`config.mk`:
```
export PLATFORM = sky130hd
export DESIGN_NAME = vga_sync_gen
export DESIGN_NICKNAME = d
export VERILOG_FILES = /design/src/rtl/vga_sync_gen.sv
export SDC_FILE = /design/constraint.sdc
export NUM_CORES = 1
export LEC_CHECK = 0
export ABC_AREA = 0
export CAP_MARGIN = 5
export CORE_MARGIN = 5
export CORE_UTILIZATION = 45
export CTS_CLUSTER_DIAMETER = 120
export DETAILED_ROUTE_END_ITERATION = 6
export PLACE_DENSITY = 0.7
export SLEW_MARGIN = 20
export SYNTH_ARGS = -nofsm -noshare
export SYNTH_HDL_FRONTEND = slang
export SYNTH_SLANG_ARGS = --single-unit
```
`constraint.sdc`:
```
create_clock -name clk -period 2.3 [get_ports clk]
set_input_delay 0.345 -clock clk [delete_from_list [all_inputs] [get_ports clk]]
set_output_delay 0.345 -clock clk [all_outputs]
set_load 0.01 [all_outputs]
```
`src/rtl/vga_sync_gen.sv`:
```
// vga_sync_gen: 640x480 pixel timing from a sampled divider output.
// Counters, syncs and pulses are registered and decoded from next counts.
module vga_sync_gen #(
  parameter int H_ACTIVE = 640,
  parameter int H_FP     = 16,
  parameter int H_SYNC   = 96,
  parameter int H_BP     = 48,
  parameter int V_ACTIVE = 480,
  parameter int V_FP     = 10,
  parameter int V_SYNC   = 2,
  parameter int V_BP     = 33,
  parameter bit SYNC_POL = 1'b0
) (
  input  logic       clk,
  input  logic       rst_n,
  input  logic       divided_clk,
  output logic       hsync,
  output logic       vsync,
  output logic       video_on,
  output logic [9:0] pixel_x,
  output logic [9:0] pixel_y,
  output logic       line_start,
  output logic       frame_start
);

  localparam int H_TOTAL = H_ACTIVE + H_FP + H_SYNC + H_BP;
  localparam int V_TOTAL = V_ACTIVE + V_FP + V_SYNC + V_BP;

  localparam logic [9:0] H_LAST = 10'(H_TOTAL - 1);
  localparam logic [9:0] V_LAST = 10'(V_TOTAL - 1);
  localparam logic [9:0] H_VIS  = 10'(H_ACTIVE);
  localparam logic [9:0] V_VIS  = 10'(V_ACTIVE);
  localparam logic [9:0] HS_BEG = 10'(H_ACTIVE + H_FP);
  localparam logic [9:0] HS_END = 10'(H_ACTIVE + H_FP + H_SYNC - 1);
  localparam logic [9:0] VS_BEG = 10'(V_ACTIVE + V_FP);
  localparam logic [9:0] VS_END = 10'(V_ACTIVE + V_FP + V_SYNC - 1);

  logic       div_d;
  logic       pix_en;
  logic       h_wrap;
  logic [9:0] nx;
  logic [9:0] ny;
  logic       h_act;
  logic       v_act;
  logic       vis;
  logic       ls_d;
  logic       fs_d;

  assign pix_en = divided_clk & ~div_d;

  // Next counter values and the decodes taken from them
  always_comb begin
    nx     = pixel_x;
    ny     = pixel_y;
    h_wrap = 1'b0;
    if (pix_en) begin
      if (pixel_x == H_LAST) begin
        nx     = '0;
        h_wrap = 1'b1;
      end else begin
        nx = pixel_x + 10'd1;
      end
      if (h_wrap) begin
        if (pixel_y == V_LAST) ny = '0;
        else                   ny = pixel_y + 10'd1;
      end
    end
    h_act = (nx >= HS_BEG) && (nx <= HS_END);
    v_act = (ny >= VS_BEG) && (ny <= VS_END);
    vis   = (nx < H_VIS) && (ny < V_VIS);
    ls_d  = pix_en && (nx == '0);
    fs_d  = ls_d && (ny == '0);
  end

  // Edge-detect register and all registered outputs
  always_ff @(posedge clk or negedge rst_n) begin
    if (!rst_n) begin
      div_d       <= 1'b0;
      pixel_x     <= H_LAST;
      pixel_y     <= V_LAST;
      hsync       <= ~SYNC_POL;
      vsync       <= ~SYNC_POL;
      video_on    <= 1'b0;
      line_start  <= 1'b0;
      frame_start <= 1'b0;
    end else begin
      div_d       <= divided_clk;
      pixel_x     <= nx;
      pixel_y     <= ny;
      hsync       <= h_act ? SYNC_POL : ~SYNC_POL;
      vsync       <= v_act ? SYNC_POL : ~SYNC_POL;
      video_on    <= vis;
      line_start  <= ls_d;
      frame_start <= fs_d;
    end
  end

endmodule

```
==> impl_metrics.csv <==
group,metric,value,unit
status,outcome,"finished clean",
power_and_ir_drop,powerDensity,637,mW/mm²
worst_setup_path,r2r_start,"pixel_x[0]",
placed_design,routabilityCongestion,0.867,
worst_setup_path,path_depth,9,
worst_setup_path,path_buf_inv,2,
sta,setup_viol,0,
yosys,ys_ff_latch,26,
floorplanning,num_rows,21,
global_route,grt_use_total,15.1,%
sta,finalCritPeriodShare,94.2,%
power_and_ir_drop,p_leak,0.822,nW
cells_and_area,final_nets,211,
routing,vias,1389,
sta,hold_viol,0,
routing,drtIter0Drc,94,
yosys,yosys.area.top_type,"dfrtp_1",
sta,min_period,2.17,ns
clocking,clkTransAtPathRegs,0.15,ns
yosys,syn_inst,172,
cells_and_area,stdcell_area,0.00201,mm²
placed_design,place_hpwl,2660,µm
sta,slew_headroom,74.9,%
clocking,cts_max_path_buffers,2,
yosys,synth_flop_cell,"dfrtp_1",
global_route,grt_pass1_vias,1373,
global_route,overflow,0,
clocking,cts_buffers,3,
routing,drc,0,
yosys,ys_top_cells_by_count,"nand2_1, dfrtp_1, nor2_1",
yosys,syn-num-nets,178,
floorplanning,die_area,0.00483,mm²
worst_setup_path,endpoint_kind,"flop",
sta,clock_skew,0.00448,ns
min_path,hold_path_class,"in -> async",
sta,slew_viol_final,0,
routing,postRouteAntennaNets,0,
cells_and_area,drive_gt1_share,21.1,%
clocking,ctsHoldBuffers,0,
yosys,synth_edf_count,0,
worst_setup_path,crit_slowest_cell,"dfstp_2",
run,drv_cap,0,
routing,routedWlPerCell,14.4,µm
yosys,synthArstFlopShare,100,%
clocking,tritoncts,"done",
placed_design,post_dp_cell_area,0.00192,mm²
yosys,syn_avg_cell_area,9.25,µm²
worst_setup_path,critPathTopFamily,"simple AND/OR/NAND/NOR gates",
floorplanning,io_pins,28,
floorplanning,start_util,47.0,%
yosys,synth_cell_types,47,
worst_setup_path,arrival,2.39,ns
global_route,grt_start_max_net_pins,27,
yosys,ys_warn_count,0,
routing,wirelength,3590,µm
yosys,yosysMostFrequentCell,"nand2_1",
worst_setup_path,critPathMaxFanout,6,
sta,holdWs,0.369,ns
clocking,cts_sinks,26,
routing,first_pass_iters,4,
yosys,syn_area,0.00159,mm²
worst_setup_path,cpMostUsedCell,"buf_4",
yosys,netlist.area_leader.share,22.0,%
floorplanning,coreArea,0.00339,mm²
worst_setup_path,cp-start-kind,"flop",
worst_setup_path,required,2.53,ns
cells_and_area,area_growth,26.2,%
power_and_ir_drop,ir_drop,0.000448,V
worst_setup_path,crit_path_cell_trace,"ha_2, and4b_1, buf_4, nand3_2, buf_4, nor3_1, a21o_1, nor2_1, and4_1",
placed_design,port_buffers,27,
worst_setup_path,crit_type,"reg -> reg",
worst_setup_path,crit_path_max_incr_delay,0.60,ns
routing,vias_per_cell,5.56,
clocking,clock_latency,0.32,ns
clocking,htreeDepth,1,
floorplanning,dieHeight,69.5,µm
cells_and_area,diodes,0,
global_route,antenna_found_initial,0,
clocking,root_buffer,"clkbuf_4",
worst_setup_path,startpoint,"pixel_x[0]",
worst_setup_path,worst_r2r_path_depth,9,
sta,tightest_slew,0.373,ns
yosys,netlist_top_cells_area,"dfrtp_1, dfstp_2, nand2_1, xnor2_1, nor2_1",
yosys,yosysSeqAreaShare,41.8,%
floorplanning,die_x,69.5,µm
sta,fmax,462,MHz
global_route,grt_pass1_wl,6180,µm
-- stage by stage --
stage	setup WS [ns]	total power, W	cells	setup TNS [ns]	util [%]
3_3_place_gp	0.0900	0.000954	243	0	56.7
3_5_place_dp	0.0212	0.000963	243	0	56.7
6_report	0.134	0.00128	250	0	59.2
5_1_grt	-0.00681	0.00135	250	-0.00681	59.2
2_1_floorplan	0.270	0.000819	172	0	-
4_1_cts	0.0646	0.00128	247	0	58.3
-- cells in the final DEF (no fill, tap or decap), types with 7 or more instances in the layout --
cell | netlist | routed
clkdlybuf4s50_1 | 0 | 27
nand2_1 | 22 | 22
nor2_1 | 14 | 14
dfrtp_1 | 14 | 14
dfstp_2 | 12 | 12
buf_4 | 2 | 12
nor3_1 | 10 | 10
a21oi_1 | 8 | 8
xnor2_1 | 8 | 8
o21ai_0 | 7 | 7
-- per-layer routing --
| layer | vias up | wire length (µm) | global-route usage [%] |
|---|---|---|---|
| met4 | 0 | 65 | 4.99 |
| li1 | 668 | - | - |
| met1 | 671 | 1550 | 19.0 |
| met3 | 8 | 145 | 2.46 |
| met2 | 42 | 1830 | 26.2 |
| met5 | - | 0 | 0 |
-- cells by family (layout without fill, tap and decap cells) --
kind of cell	Yosys count	after routing	synth area share, %
fa+ha+maj	3	3	2.36
buf+inv	16	48	5.19
flops	26	26	41.8
xor+xnor	12	12	6.60
compound gates	29	29	12.2
simple gates	82	82	29.1
mux	4	4	2.75
-- final cells by class --
cell class              count  area, µm²
multi-input cells         130        853
clock inverters             1       30.0
well taps                  46       57.6
inverters                   5       18.8
repair buffers             39        360
flip-flops and latches     26        666
fillers                   312       1380
clock buffers               3       22.5
-- worst reg2reg max path, delay by kind of cell (launching register included) --
family	cells	cell delay, ns
AND/OR/NAND/NOR	5	0.75
flip-flops	1	0.60
buffers and inverters	2	0.33
AO/OA/AOI/OAI	1	0.17
adder cells (fa/ha/maj)	1	0.23
-- worst paths after layout --
check	to	slack, ns
max reg2reg	frame_start	0.13
min	frame_start	0.37
min in group clk	pixel_x[1]	0.52
min reg2reg	pixel_x[1]	0.52
max	frame_start	0.13
max in group asynchronous	pixel_y[9]	1.64
-- sequential cells by signal (all words and copies together), names as in the netlist --
| name | count |
|---|---|
| div_d | 1 |
| frame_start | 1 |
| hsync | 1 |
| line_start | 1 |
| pixel_x | 10 |
| pixel_y | 10 |
| video_on | 1 |
| vsync | 1 |
-- what timing repair did --
item                                   in CTS  in global routing
gates resized for setup                     0                  3
buffers inserted                            0                  3
setup endpoints to repair                   0                  3
endpoints found under the hold margin       0                  0
-- power by group --
| part | internal, W | total, W | switching [W] | leakage, nW |
|---|---|---|---|---|
| combinational | 0.000182 | 0.000333 | 0.000151 | 0.495 |
| clock | 0.000176 | 0.000316 | 0.000140 | 0.0279 |
| sequential | 0.000538 | 0.000631 | 0.0000928 | 0.300 |
| total | 0.000896 | 0.00128 | 0.000384 | 0.822 |
No activity file was read; power rests on OpenSTA's default activity.
==> RTL edit, RTL diff (config.mk and constraints unchanged) <==
The parameter `SYNC_POL` goes from 1'b0 to 1'b1.
--- a/src/rtl/vga_sync_gen.sv
+++ b/src/rtl/vga_sync_gen.sv
@@ -10,5 +10,5 @@
   parameter int V_SYNC   = 2,
   parameter int V_BP     = 33,
-  parameter bit SYNC_POL = 1'b0
+  parameter bit SYNC_POL = 1'b1
 ) (
   input  logic       clk,
Check against the original RTL: not equivalent (a bounded check fails within 4 cycles, from zero or initial values and one cycle with rst_n low).
==> RTL edit against the original RTL <==
- the flow now finishes with violations (negative setup slack)
- fmax down 8.0%
- worst setup slack worse by 0.19 ns
- design area up 11%
- final cell count up 4.0%
- routed wire length up 15%
- global-route usage up 3.9 points
- sequential power down 4.6%
- count of clock-buffer cells in the layout unchanged
- total power up 3.5%
- sequential cell count unchanged
- synthesized area down 2.3%
- critical path type unchanged
- highest routed layer unchanged
==> RTL edit: results (changes against the original RTL) <==
status: "finished, violations left"  # was finished, final reports clean
failed_checks: "negative setup slack"
dp_slack_ns: -0.472  # was 0.0212 ns
setup_viol: 2  # was 0
fillers: 276  # was 312
seq_area_sq_um: 667  # was 666 sq um
placed_area_sq_um: 2080  # was 1920 sq um
peakVddDrop_mv: 0.495  # was 0.448 mV
synth-main-ff-cell: "dfrtp_1"  # unchanged
arrival_ns: 2.63  # was 2.39 ns
grt_pass1_vias: 1447  # was 1373
worstMarginPinSlew_ns: 0.457  # was 0.373 ns
sw_frac_of_total_pct: 29.9  # was 30.0%
wl_per_cell_um: 15.9  # was 14.4 um
initialDrtViolationCount: 98  # was 94
hold_path.class: "in -> reg"  # was in -> async
nNetsFinal: 221  # was 211
cts_made_buffers: 3  # unchanged
dp_hpwl_mm: 3.14  # was 2.66 mm
viasPerCell: 5.49  # was 5.56
rr_worst_depth: 7  # was 9
ys_top_cells_by_count: "dfrtp_1, nand2_1, o21ai_0, dfstp_2"  # was nand2_1, dfrtp_1, nor2_1, dfstp_2, nor3_1
path_max_fanout: 6  # unchanged
track_usage_pct: 19.0  # was 15.1%
synth.area.top_cells: "dfrtp_1, dfstp_2, xnor2_1"  # was dfrtp_1, dfstp_2, nand2_1
antenna_found_initial: 0  # unchanged
power_leakage_uw: 0.000946  # was 0.000822 uW
fin_ws_ns: -0.0538  # was 0.134 ns
drive_gt1_share_pct: 35.0  # was 21.1%
min_delay_path_depth: 1
gp_congestion: 0.882  # was 0.867
fin_skew_ns: 0.0106  # was 0.00448 ns
synth-seq-area-share_pct: 42.6  # was 41.8%
syn-num-nets: 158  # was 178
ys_types: 46  # was 47
clk_path_buf_depth: 2  # unchanged
grt_pass1_wl_mm: 6.74  # was 6.18 mm
## RTL edit: changes by cell type after synthesis, moves of 3 or more
cell,before,now
nor3_1,10,6
o21ai_0,7,11
buf_2,6,1
a21oi_1,8,2
nand2b_1,3,0
nor2_1,14,9
o31ai_1,1,4
nand2_1,22,16
## RTL edit: stage by stage
step	cells	TNS, ns	total power [uW]	hold WS [ns]
after floorplan	152	-0.327	777	0.0494
after global placement	254	-2.21	984	0.518
after detailed placement	254	-2.54	993	0.527
after CTS	258	-0.0654	1320	0.354
after global routing	260	-0.309	1390	0.173
final	260	-0.102	1320	0.159
## RTL edit: final cells by class
type	instances	area share (%)
multi-input combinational	113	38.8
timing repair buffer	64	25.0
sequential	26	30.0
clock buffer	3	1.01
inverter	7	1.18
tap	46	2.59
clock inverter	1	1.35
## RTL edit: worst paths after layout
path                       slack, ns     endpoint        start
max in group asynchronous       1.64   pixel_x[9]        rst_n
hold / removal                  0.16        div_d  divided_clk
hold reg to reg                 0.56   pixel_y[2]   pixel_y[2]
setup reg to reg               -0.05  frame_start   pixel_x[5]
setup / recovery               -0.05  frame_start   pixel_x[5]
min in group asynchronous       0.35   pixel_y[4]        rst_n
## RTL edit: repair_timing
item | in CTS | in global routing
buffers inserted | 0 | 2
resized for setup | 3 | 12
pin swaps | 2 | 8
hold endpoints to repair | 0 | 0
setup endpoints to repair | 3 | 3
hold buffers | 0 | 0
## RTL edit: cells by family (layout without fill, tap and decap cells)
logic type,count (synthesis),in the layout,synth area share [%]
adder cells (fa/ha/maj),3,3,2.41
flip-flops,26,26,42.6
XOR/XNOR,13,13,8.53
buffers and inverters,13,75,7.88
AO/OA/AOI/OAI,29,29,12.2
multiplexers,1,1,0.724
AND/OR/NAND/NOR,67,67,25.6
## RTL edit: routing by layer
layer	wire (um)	track usage, %	share of wire [%]	up-vias
met1	1750	23.6	42	704
met2	2130	34.1	52	45
met4	66	6.57	1.6	0
li1	-	-	-	672
met5	0	0	0	-
met3	176	1.94	4.3	6
## RTL edit: worst max-delay path, stage by stage (launching register included)
cell	delay, ns
dfrtp_2	0.44
or3_4	0.40
or4_4	0.52
buf_4	0.17
o21ai_1	0.16
o31ai_2	0.11
nor4_2	0.29
and4_1	0.22
## RTL edit: power groups by stage
| stage | clock [uW] | combinational [uW] | sequential (uW) |
|---|---|---|---|
| final | 319 | 404 | 602 |
| after global routing | 343 | 439 | 609 |
| after CTS | 328 | 392 | 600 |
| after detailed placement | 0 | 387 | 607 |
| after global placement | 0 | 380 | 604 |
| after floorplan | 0 | 159 | 618 |
